===== src/rtl/cpu_defs.sv =====
// cpu_defs: shared constants and types for the fetch stage.
//   ADDR_W     - default PC / instruction-address width
//   RESET_PC   - default reset fetch address
//   INST_NOP   - encoding loaded into IF/ID when no real word is fetched
//   EXC_VECTOR - general exception vector (flush target used by the CP0 side)
//   npc_sel_e  - source selection for the next fetch address
package cpu_defs;

   localparam int unsigned ADDR_W     = 32;
   localparam logic [31:0] RESET_PC   = 32'h0000_0000;
   localparam logic [31:0] INST_NOP   = 32'h0000_0000;
   localparam logic [31:0] EXC_VECTOR = 32'h0000_0180;

   typedef enum logic [1:0] {
      NPC_SEQ   = 2'd0,   // pc + 4
      NPC_REDIR = 2'd1,   // redirect arriving this cycle
      NPC_PEND  = 2'd2    // redirect latched during a hold / startup cycle
   } npc_sel_e;

endpackage


===== src/rtl/inst_fetch.sv =====
// inst_fetch: instruction-fetch stage. Owns the PC and the IF/ID register,
// drives a combinational instruction memory and hands words to decode
// over a valid/ready handshake. Branch redirects follow MIPS delay-slot
// semantics (the word at pc_q when the redirect arrives is always
// delivered first); redirects seen while decode stalls are parked and
// applied on the next advance. Flush has top priority.
//
// Ports:
//   clk, rst_n                  clock, async active-low reset
//   imem_ce, imem_addr          memory read port (addr == pc_q)
//   imem_data                   returned word, same cycle
//   redirect_valid, redirect_pc branch/jump target from decode
//   flush_valid, flush_pc       exception / eret restart
//   if_valid, if_pc, if_inst    IF/ID register towards decode
//   id_ready                    decode accepts if_inst this cycle
//   if_adel                     misaligned fetch flag (IFETCH_ADEL_EN only)
//
// Build option: define IFETCH_ADEL_EN to trap fetches from a PC with
// nonzero low bits (memory disabled, NOP captured, if_adel raised).
module inst_fetch #(
   parameter int unsigned ADDR_W = cpu_defs::ADDR_W,
   parameter logic [ADDR_W-1:0] RESET_PC = ADDR_W'(cpu_defs::RESET_PC)
) (
   input  logic              clk,
   input  logic              rst_n,
   output logic              imem_ce,
   output logic [ADDR_W-1:0] imem_addr,
   input  logic [31:0]       imem_data,
   input  logic              redirect_valid,
   input  logic [ADDR_W-1:0] redirect_pc,
   input  logic              flush_valid,
   input  logic [ADDR_W-1:0] flush_pc,
   output logic              if_valid,
   output logic [ADDR_W-1:0] if_pc,
   output logic [31:0]       if_inst,
`ifdef IFETCH_ADEL_EN
   output logic              if_adel,
`endif
   input  logic              id_ready
);

   import cpu_defs::*;

   logic              ce_q;
   logic [ADDR_W-1:0] pc_q;
   logic              pend_valid;
   logic [ADDR_W-1:0] pend_pc;

   logic              adv;
   logic              misaligned;
   logic [31:0]       cap_inst;
   npc_sel_e          npc_sel;
   logic [ADDR_W-1:0] next_pc;

   // Advance whenever the port is live and the IF/ID slot is free or
   // being drained by decode this cycle.
   assign adv = ce_q && (!if_valid || id_ready);

`ifdef IFETCH_ADEL_EN
   assign misaligned = (pc_q[1:0] != 2'b00);
`else
   assign misaligned = 1'b0;
`endif

   assign imem_ce   = ce_q && !misaligned;
   assign imem_addr = pc_q;
   assign cap_inst  = misaligned ? INST_NOP : imem_data;

   // A fresh redirect supersedes any parked one.
   always_comb begin
      npc_sel = NPC_SEQ;
      if (redirect_valid)
         npc_sel = NPC_REDIR;
      else if (pend_valid)
         npc_sel = NPC_PEND;
   end

   always_comb begin
      next_pc = pc_q + ADDR_W'(4);
      case (npc_sel)
         NPC_REDIR: next_pc = redirect_pc;
         NPC_PEND:  next_pc = pend_pc;
         default:   next_pc = pc_q + ADDR_W'(4);
      endcase
   end

   always_ff @(posedge clk or negedge rst_n) begin
      if (!rst_n) begin
         ce_q       <= 1'b0;
         pc_q       <= RESET_PC;
         if_valid   <= 1'b0;
         if_pc      <= '0;
         if_inst    <= '0;
         pend_valid <= 1'b0;
         pend_pc    <= '0;
      end else begin
         ce_q <= 1'b1;
         if (flush_valid) begin
            pc_q       <= flush_pc;
            if_valid   <= 1'b0;
            pend_valid <= 1'b0;
         end else if (adv) begin
            if_inst    <= cap_inst;
            if_pc      <= pc_q;
            if_valid   <= 1'b1;
            pc_q       <= next_pc;
            pend_valid <= 1'b0;
         end else begin
            // Hold or startup cycle: the current word is not taken, so a
            // redirect must wait until the delay-slot word has been fetched.
            if (redirect_valid) begin
               pend_valid <= 1'b1;
               pend_pc    <= redirect_pc;
            end
            if (if_valid && id_ready)
               if_valid <= 1'b0;
         end
      end
   end

`ifdef IFETCH_ADEL_EN
   always_ff @(posedge clk or negedge rst_n) begin
      if (!rst_n)
         if_adel <= 1'b0;
      else if (flush_valid)
         if_adel <= 1'b0;
      else if (adv)
         if_adel <= misaligned;
   end
`endif

endmodule


===== config.mk =====
export PLATFORM = sky130hd
export DESIGN_NAME = inst_fetch
export DESIGN_NICKNAME = d
export VERILOG_FILES = /design/src/rtl/cpu_defs.sv /design/src/rtl/inst_fetch.sv
export SDC_FILE = /design/constraint.sdc
export NUM_CORES = 1
export LEC_CHECK = 0
export CAP_MARGIN = 15
export CORE_MARGIN = 2
export CORE_UTILIZATION = 42
export CTS_BUF_LIST = sky130_fd_sc_hd__clkbuf_8
export CTS_CLUSTER_DIAMETER = 120
export DETAILED_ROUTE_END_ITERATION = 10
export PLACE_DENSITY_LB_ADDON = 0.3
export RECOVER_POWER = 25
export SETUP_SLACK_MARGIN = 0.15
export SLEW_MARGIN = 20
export SYNTH_ARGS = -nofsm -noshare
export SYNTH_HDL_FRONTEND = slang
export SYNTH_SLANG_ARGS = --single-unit

===== constraint.sdc =====
create_clock -name clk -period 4.1 [get_ports clk]
set_input_delay 0.82 -clock clk [delete_from_list [all_inputs] [get_ports clk]]
set_output_delay 0.82 -clock clk [all_outputs]
set_load 0.05 [all_outputs]

Yosys cells after proc, flatten, opt, wreduce, memory -nomap -nowiden. Cells that the tools add are included.

Register bits: 131. Input port bits: 101. Output and inout bits: 98. Word-level logic and storage cells: 32.

Add/sub/neg operators: 1. Equality and inequality tests: 2. Mux-type cells: 11. Bitwise logic cells: 2. Reductions and logical operators: 9.

Operators by type and width (count): 32-bit 2-to-1 mux (2); 32-bit case mux with 2 select lines (1); 32-bit by 3-bit adder with 32-bit output (second input constant) (1); 1-bit 2-to-1 mux (6); 3-bit nonzero test (2); 2-bit 2-to-1 mux (2); 3-bit AND reduction (1); 2-bit by 1-bit equality test with 1-bit output (second input constant) (1); 2-bit equality test (second input constant) (1); 1-bit logical AND (2); 1-bit inverter (2); 2-bit AND reduction (1); 2-bit nonzero test (1); 1-bit zero test (1); 1-bit logical OR (1).

Logic depth before layout (Yosys ltp). Gate-level depths: netlist of run 1.

Depth in word-level cells: 6. Mapped depth: 8. Gate-level depth less buffers: 6.

Worst setup path after synthesis of run 1. OpenSTA, ideal clock, no wires.

Kind: input-to-reg. Start point: input id_ready. End point: register pend_pc[25]. Setup time: 125 ps. Arrival: 2437 ps. Data required time: 3975 ps. Path slack: 1538 ps. Cell stages on the path: 7. Path buffers: 3. Cells stage by stage: nand2b_1 -> clkbuf_1 -> a21oi_1 -> and2_1 -> clkbuf_1 -> clkbuf_1 -> mux2_2.

Cells in the longest elaborated chain, start to end: 4.

Ends and longest elaborated chain: start: declaration (RTL line inst_fetch.sv:39) `input logic id_ready`; 1-bit logical OR (RTL line inst_fetch.sv:57) `assign adv = ce_q && (!if_valid || id_ready);`; 1-bit logical AND (RTL line inst_fetch.sv:57); 1-bit inverter (no line); 3-bit AND reduction (no line); end signal: assignment (RTL line inst_fetch.sv:113) `pend_pc <= redirect_pc;`; end: declaration (RTL line inst_fetch.sv:47) `logic [ADDR_W-1:0] pend_pc;`.

Every way passes these cells. A chain may end at the register's enable or synchronous reset.

Worst setup path in the final report of run 1.
Start point: input id_ready. End point: register pend_pc[26].

The elaborated chain is that of the path after synthesis.

==> flow_summary.toml, run 1 <==
[logic_synthesis]
ys_seq_area_frac = 0.524
synth.distinct_cells = 52
mappedNetlistNets = 653
async_reset_ff_frac = 1.00
ys_ff_latch = 131
postSynthCellCount = 551
netlist_area_um2 = 6250
synth_top_cell_area_share = 0.524
synth_edf_count = 0
synth_ff_type = "dfrtp_1"
synthTopCellsByArea = "dfrtp_1 52%, mux2_2 17%, o21ai_0 2.8%"
synth_top_area_cell = "dfrtp_1"
yosysWarnings = 0
synth_area_per_cell_um2 = 11.4

[floorplanning]
initial_utilization = 0.430
die_h_um = 126
core_area_um2 = 14500
die-width_um = 126
dieArea_um2 = 15900
io_pins = 199
rows = 44

[placement]
place_congestion = 0.883
dp_slack_ns = 0.947
hpwlAfterDp_mm = 12.6
io_buffers = 198

[cells_and_area]
fin_nets = 840
drive_gt1_frac = 0.183
antenna_cells = 0
final_core_util = 0.604
n_fill_cell = 1200
area_delta_synth_final_pct = 40.4

[sta]
finalHoldViolCount = 0
period_needed_ns = 2.72
fmax_ghz = 0.368
min_period_over_period = 0.663
worst_pin_slew_ns = 0.952
finalSetupTns_ns = 0
setup_slack_ns = 1.38
clock_skew_ns = 0.00702
drv_slew = 0
slew_headroom = 0.363
setup_violations = 0
rsz0062_at_grt = "no"

[run_status]
status = "completed"

[worst_hold_path]
hold_class = "input pin to asynchronous set/reset pin"

[global_route]
grt_max_degree = 120
grt_pass1_wl_mm = 29.0
grt.overflow.total = 0
grt_usage = 0.231
antenna_found_initial = 0
first_global_vias = 5526

[routing]
drt_drc_violations_left = 0
firstDrtPassIters = 5
viasPerCell = 5.83
ant_nets = 0
first_iter_violations = 338
num_vias = 5437
wl_per_cell_um = 19.2
routed_wl_mm = 17.9

[clock_network]
cts.htree.levels = 4
clock_path_buffers = 2
hold_buffers = 0
ctsResizeCount = 0
cts_tree = "done"
cts.sinks = 131
cts_root_buffer = "clkbuf_8"
cts_buffers = 17
worst_skew_pair.late_latency_ns = 0.45
postCtsSetupBuffers = 0
clkTransAtPathRegs_ns = 0.07

[power_and_ir_drop]
vdd_drop_max_uv = 262
power_density_nw_per_um2 = 490
power_mw = 4.31
leakage_nw = 3.55

[flow_run]
maxCapViolCount = 0

[critical_path]
worstSetupStartpointType = "input pin"
cp.arrival_ns = 3.05
ff2ff_path_depth = 6
crit_fanout = 32
worstReg2RegStart = "imem_addr[2]$_DFFE_PN0P_"
r2r_end = "imem_addr[18]$_DFFE_PN0P_"
ff2ff_setup_slack_ns = 1.40
end_kind = "flop"
worst-setup-path-type = "input pin to flop"
required_ns = 4.43
[sequential cells by signal, indices dropped and copies added (netlist names)]
name / cells
if_inst: 32
if_pc: 32
imem_addr: 32
pend_pc: 32
if_valid: 1
imem_ce: 1
pend_valid: 1
[cells in the final DEF (no fill, tap or decap), types with 2 or more instances in the layout]
| cell | netlist | final |
|---|---|---|
| o31ai_1 | 3 | 3 |
| xnor2_1 | 2 | 2 |
| nor4_1 | 4 | 4 |
| a31oi_1 | 7 | 7 |
| clkbuf_8 | 0 | 24 |
| a2bb2oi_1 | 3 | 3 |
| o2bb2ai_1 | 4 | 4 |
| bufinv_16 | 0 | 2 |
| dfrtp_1 | 131 | 131 |
| mux2i_1 | 9 | 9 |
| a22oi_1 | 4 | 4 |
| nand2b_1 | 3 | 3 |
| a21o_1 | 3 | 3 |
| and2_1 | 5 | 5 |
| o31a_1 | 3 | 3 |
| or4_1 | 5 | 5 |
| buf_4 | 0 | 9 |
| clkinv_2 | 0 | 2 |
| nand4_1 | 12 | 12 |
| clkdlybuf4s50_1 | 0 | 196 |
| nor2_1 | 26 | 26 |
| a211oi_1 | 3 | 3 |
| mux2_2 | 92 | 92 |
| a221o_1 | 14 | 14 |
| inv_1 | 8 | 11 |
| o221ai_1 | 6 | 6 |
| nor3_1 | 3 | 3 |
| nand3_1 | 12 | 11 |
| and4_1 | 3 | 3 |
| a221oi_1 | 11 | 11 |
| nor2b_1 | 2 | 2 |
| xor2_1 | 8 | 8 |
| o21ai_0 | 35 | 35 |
| a21oi_1 | 21 | 21 |
| and3_1 | 6 | 5 |
| nand2_1 | 46 | 46 |
[synth_stat cells (7+ instances only)]
cell type,number
xor2_1,8
nand4_1,12
mux2_2,92
a31oi_1,7
nand3_1,12
a21oi_1,21
nand2_1,46
a221oi_1,11
mux2i_1,9
nor2_1,26
a221o_1,14
clkbuf_1,30
inv_1,8
o21ai_0,35
dfrtp_1,131
[per-stage QoR]
step / instance area (µm²) / hold WS (ns) / cells
after floorplan: 6250 / 0.480 / 551
final: 8780 / 0.499 / 933
after detailed placement: 8380 / 0.479 / 903
after global routing: 8780 / 0.517 / 933
after CTS: 8780 / 0.495 / 933
after global placement: 8380 / 0.468 / 903
[how the worst max path moves through the flow]
stage | startpoint | slack (ns) | cells past startpoint | end
5_1_grt | id_ready | 1.24 | 7 | imem_addr[11]$_DFFE_PN0P_
6_report | id_ready | 1.38 | 6 | pend_pc[26]$_DFFE_PN0P_
3_3_place_gp | id_ready | 1.09 | 6 | pend_pc[9]$_DFFE_PN0P_
3_5_place_dp | id_ready | 0.95 | 6 | pend_pc[26]$_DFFE_PN0P_
4_1_cts | imem_addr[4]$_DFFE_PN0P_ | 1.37 | 1 | imem_addr[4]
2_1_floorplan | id_ready | 1.54 | 7 | pend_pc[25]$_DFFE_PN0P_
[per-layer routing]
layer	global-route usage	routed length, µm	part of all wire
met5	0	0	0
met4	0.0860	436	0.024
met3	0.0909	1810	0.10
met2	0.363	8410	0.47
met1	0.290	7250	0.41
[power breakdown]
part	switching, mW	leakage [nW]	internal [mW]
Combinational	0.910	1.77	0.592
Sequential	0.187	1.56	1.52
Clock	0.474	0.217	0.623
Total	1.57	3.55	2.74
[cells by family after synthesis]
kind of cell    after synthesis  share of synthesized area
flops                       131                      0.524
compound gates              127                      0.142
other cells                   1                   0.000600
simple gates                133                      0.108
buf+inv                      47                     0.0292
xor+xnor                     10                     0.0140
fa+ha+maj                     1                    0.00200
mux                         101                      0.180
[cell type report]
type                    instances  area, µm²  area share
clock inverters                 7       81.3     0.00926
repair buffers                207       2050       0.233
multi-input cells             373       2800       0.319
inverters                       8       30.0     0.00342
clock buffers                  23        317      0.0360
well taps                     184        230      0.0262
flip-flops and latches        131       3280       0.373
[worst max-delay path, cell delays in order]
cell and delay, ns:
clkdlybuf4s50_1 0.39, nand2b_1 0.27, a21oi_1 0.51, and2_1 0.27, buf_4 0.39, mux2_2 0.39
Power figures use the tool's default switching activity.
==> inputs of run 2 (changes only) <==
Clock period 4.1 ns to 2.8 ns, I/O delays scaled along.
==> run 2 against run 1 <==
The run now ends with max-capacitance violations, max-slew violations left. Hold slack worse by 0.026 ns. Wire length is 1.0% higher. Clock power is 48% higher. Combinational power is 51% higher. Clock skew hardly changed. Sequential power is 45% higher. Cell count is 2.0% higher. Global-route usage is 0.054 points lower.
==> flow_summary.toml, run 2 (synthesized netlist as in run 1, its figures left out) <==
[power_and_ir_drop]
combPwrFrac = 0.354
vdd_drop_max_uv = 389
switchingPower_mw = 2.31
power_density_nw_per_um2 = 711
power_mw = 6.37
p_clk_frac = 0.256
leakage_nw = 3.64
swShare = 0.362
internal_power_mw = 4.06
pwr-share-seq = 0.390

[routing]
wl_per_cell_um = 19.0
ant_nets = 0
routed_wl_mm = 18.1
drt_drc_violations_left = 0
firstDrtPassIters = 5
viasPerCell = 5.68
first_iter_violations = 354
num_vias = 5412

[cells_and_area]
fin_nets = 858
design_area_um2 = 8950
final_core_util = 0.616
final_common_cell = "clkdlybuf4s50_1"
final_cell_mix = "196 x clkdlybuf4s50_1, 131 x dfrtp_1, 92 x mux2_2"
n_fill_cell = 1179
area_delta_synth_final_pct = 43.1
drive_gt1_frac = 0.199
antenna_cells = 0

[clock_network]
clock_path_buffers = 2
ctsResizeCount = 0
cts_buffers = 17
hold_buffers = 0
cts.htree.levels = 4
postCtsSetupBuffers = 0
cts_tree = "done"
cts.sinks = 131
clkTransAtPathRegs_ns = 0.07
worst_skew_pair.late_latency_ns = 0.44
cts_root_buffer = "clkbuf_8"

[sta]
clock_skew_ns = 0.00723
fmax_ghz = 0.409
worst_pin_slew_ns = 1.52
min_period_over_period = 0.873
rsz0062_at_grt = "no"
setup_slack_ns = 0.356
setup_violations = 0
finalHoldViolCount = 0
finalSetupTns_ns = 0
slew_headroom = -0.0156
drv_slew = 61
period_needed_ns = 2.44

[floorplanning]
initial_utilization = 0.430
dieArea_um2 = 15900
die-width_um = 126
core_area_um2 = 14500
io_pins = 199
die_h_um = 126
rows = 44

[critical_path]
cp.arrival_ns = 1.88
worst-setup-path-type = "flop to output pin"
required_ns = 2.24
worstSetupStartpointType = "flop"
path_cells = "clkdlybuf4s50_1"
cp_slowest_cell = "clkdlybuf4s50_1"
path_buf_inv = 1
crit_family = "buffers and inverters"
crit_fanout = 8
end_kind = "output pin"
max_stage_delay_ns = 0.88

[placement]
place_congestion = 0.956
dp_slack_ns = 0.284
io_buffers = 198
placed_area_um2 = 8560
hpwlAfterDp_mm = 13.3

[global_route]
grt_usage = 0.230
grt.overflow.total = 0
grt_pass1_wl_mm = 28.9
first_global_vias = 5561
grt_max_degree = 61
antenna_found_initial = 1

[run_status]
status = "finished, violations left"
violations = "max-capacitance violations, max-slew violations"

[flow_run]
maxCapViolCount = 1

[worst_hold_path]
hold_class = "input pin to asynchronous set/reset pin"
==> run 2: cell count changes in the layout (fill, tap and decap cells not counted) <==
cell      previous run  this run
inv_1               11        12
buf_12               0         3
clkbuf_2             0         2
clkbuf_1             0         2
buf_4                9        21
clkinv_2             2         1
==> run 2: cell type report <==
type / instances / area, µm² / area share
clock buffer: 24 / 330 / 0.0369
clock inverter: 7 / 80.1 / 0.00895
inverter: 8 / 30.0 / 0.00335
multi-input combinational: 373 / 2800 / 0.313
sequential: 131 / 3280 / 0.366
tap: 184 / 230 / 0.0257
timing repair buffer: 225 / 2200 / 0.246
==> run 2: worst paths after layout <==
check / from / end / slack, ns / cells past startpoint
max in group asynchronous: rst_n / imem_addr[31]$_DFFE_PN0P_ / 0.71 / 2
worst min-delay path: rst_n / if_pc[28]$_DFFE_PN0P_ / 0.47 / 1
worst max register to register: imem_addr[10]$_DFFE_PN0P_ / imem_addr[29]$_DFFE_PN0P_ / 0.42 / 5
worst max-delay path: imem_addr[5]$_DFFE_PN0P_ / imem_addr[5] / 0.36 / 1
worst min register to register: if_pc[17]$_DFFE_PN0P_ / if_pc[17]$_DFFE_PN0P_ / 0.49 / 2
min in group clk: if_pc[17]$_DFFE_PN0P_ / if_pc[17]$_DFFE_PN0P_ / 0.49 / 2
==> run 2: per-layer routing <==
metal | routed length [µm] | track usage
met1 | 7320 | 0.290
met2 | 8570 | 0.367
met3 | 1730 | 0.0811
met4 | 447 | 0.0899
met5 | 13 | 0
==> run 2: through the flow <==
stage / hold WS [ns] / std cells
after floorplan: 0.264 / 551
after global placement: 0.467 / 921
after detailed placement: 0.470 / 921
after CTS: 0.0823 / 952
after global routing: 0.517 / 952
final: 0.473 / 952
==> run 2: power by group through the flow <==
stage          Clock (mW)  Combinational (mW)  Sequential, mW
2_1_floorplan           0               0.526            3.34
3_3_place_gp            0                2.23            2.49
3_5_place_dp            0                2.26            2.52
4_1_cts              1.67                2.27            2.48
5_1_grt              1.74                2.36            2.53
6_report             1.63                2.26            2.48
==> inputs of run 3 (changes only) <==
Settings changed: CORE_MARGIN 2 to unset.
Clock period 2.8 ns to 2.7 ns, I/O delays scaled along.
==> run 3 against run 2 <==
The flow still finishes with violations (max-capacitance violations, max-slew violations). Core utilization is 0.086 points higher. Setup slack worse by 0.075 ns. Cell area is 0.14% higher.
==> flow_summary.toml, run 3 (synthesized netlist as in run 1, its figures left out) <==
[run_status]
status = "finished, violations left"
violations = "max-capacitance violations, max-slew violations"

[worst_hold_path]
hold_class = "flop to flop"
whs_path_depth = 2
hold_path_end = "if_pc[17]$_DFFE_PN0P_"
min_from = "if_pc[17]$_DFFE_PN0P_"

[floorplanning]
die_h_um = 124
rows = 44
die-width_um = 124
dieArea_um2 = 15400
initial_utilization = 0.430
core_area_um2 = 14500
io_pins = 199

[power_and_ir_drop]
pwr-share-seq = 0.394
p_clk_frac = 0.243
power_mw = 6.52
leakage_nw = 3.64
internal_power_mw = 4.09
swShare = 0.373
switchingPower_mw = 2.43
combPwrFrac = 0.363
power_density_nw_per_um2 = 727
vdd_drop_max_uv = 440

[clock_network]
worst_skew_pair.late_latency_ns = 0.43
postCtsSetupBuffers = 0
cts.sinks = 131
ctsResizeCount = 0
cts_root_buffer = "clkbuf_8"
cts.htree.levels = 4
clock_path_buffers = 2
cts_tree = "done"
hold_buffers = 0
cts_buffers = 17
clkTransAtPathRegs_ns = 0.07

[sta]
period_needed_ns = 2.42
clock_skew_ns = 0.00970
drv_slew = 76
fmax_ghz = 0.414
rsz0062_at_grt = "no"
slew_headroom = -0.347
holdWs_ns = 0.500
min_period_over_period = 0.896
finalHoldViolCount = 0
finalSetupTns_ns = 0
setup_violations = 0
worst_pin_slew_ns = 2.02

[critical_path]
cp.arrival_ns = 1.88
crit_fanout = 10
cp_slowest_cell = "clkdlybuf4s50_1"
worstSetupStartpointType = "flop"
end_kind = "output pin"
path_buf_inv = 1
ff2ff_setup_slack_ns = 0.39
worstReg2RegStart = "imem_addr[8]$_DFFE_PN0P_"
crit_family = "buffers and inverters"
max_stage_delay_ns = 0.90
required_ns = 2.16
r2r_end = "imem_addr[21]$_DFFE_PN0P_"
worst-setup-path-type = "flop to output pin"
ff2ff_path_depth = 5
path_cells = "clkdlybuf4s50_1"

[routing]
routed_wl_mm = 18.0
first_iter_violations = 426
viasPerCell = 5.65
num_vias = 5406
ant_nets = 0
wl_per_cell_um = 18.8
firstDrtPassIters = 5
drt_drc_violations_left = 0

[placement]
hpwlAfterDp_mm = 13.0
place_congestion = 0.870
io_buffers = 198

[cells_and_area]
fin_nets = 862
final_cell_mix = "196 x clkdlybuf4s50_1, 131 x dfrtp_1, 92 x mux2_2"
final_core_util = 0.617
final_common_cell = "clkdlybuf4s50_1"
drive_gt1_frac = 0.211
n_fill_cell = 1221
antenna_cells = 0
area_delta_synth_final_pct = 43.3

[global_route]
grt_pass1_wl_mm = 28.4
first_global_vias = 5549
grt_usage = 0.246
antenna_found_initial = 0
grt_max_degree = 77
grt.overflow.total = 0

[flow_run]
maxCapViolCount = 1
[run 3: changes by cell type in the layout (fill, tap and decap cells not counted), sizes merged]
cell,previous run,this run
buf,25,31
clkbuf,28,24
clkinv,1,5
clkinvlp,0,3
inv,12,9
bufinv,2,1
[run 3: layout make-up]
class | count | area [µm²] | share of cell area
Multi-Input combinational cell | 373 | 2800 | 0.313
Clock inverter | 10 | 81.3 | 0.00907
Inverter | 8 | 30.0 | 0.00335
Tap cell | 184 | 230 | 0.0257
Timing Repair Buffer | 229 | 2240 | 0.250
Sequential cell | 131 | 3280 | 0.366
Clock buffer | 22 | 303 | 0.0338
[run 3: power groups by stage]
stage | Combinational [mW] | Clock, mW | Sequential, mW
floorplan | 0.546 | 0 | 3.46
global placement | 2.34 | 0 | 2.57
detailed placement | 2.37 | 0 | 2.60
CTS | 2.38 | 1.63 | 2.56
global route | 2.49 | 1.72 | 2.61
finish | 2.37 | 1.59 | 2.56
[run 3: how the worst max path moves through the flow]
stage / start / end / slack [ns] / cells after the start
finish: imem_ce$_DFF_PN0_ / imem_ce / 0.28 / 1
global route: imem_ce$_DFF_PN0_ / imem_ce / 0.20 / 1
CTS: imem_ce$_DFF_PN0_ / imem_ce / 0.25 / 1
detailed placement: redirect_valid / imem_addr[27]$_DFFE_PN0P_ / -0.008 / 6
global placement: redirect_valid / imem_addr[26]$_DFFE_PN0P_ / -0.02 / 6
floorplan: imem_addr[2]$_DFFE_PN0P_ / imem_addr[18]$_DFFE_PN0P_ / 0.28 / 6
[run 3: per-layer routing]
metal  vias up  part of all wire  global-route usage
li1       2476                 -                   -
met1      2632              0.41               0.310
met2       266              0.47               0.387
met3        32             0.095              0.0792
met4         0             0.025               0.107
met5         -                 0                   0
[run 3: through the flow]
step                setup WS, ns  cell area [µm²]  cells
global placement         -0.0230             8590    925
CTS                        0.254             8970    957
finish                     0.282             8960    957
floorplan                  0.276             6250    551
global route               0.196             8960    957
detailed placement      -0.00763             8590    925
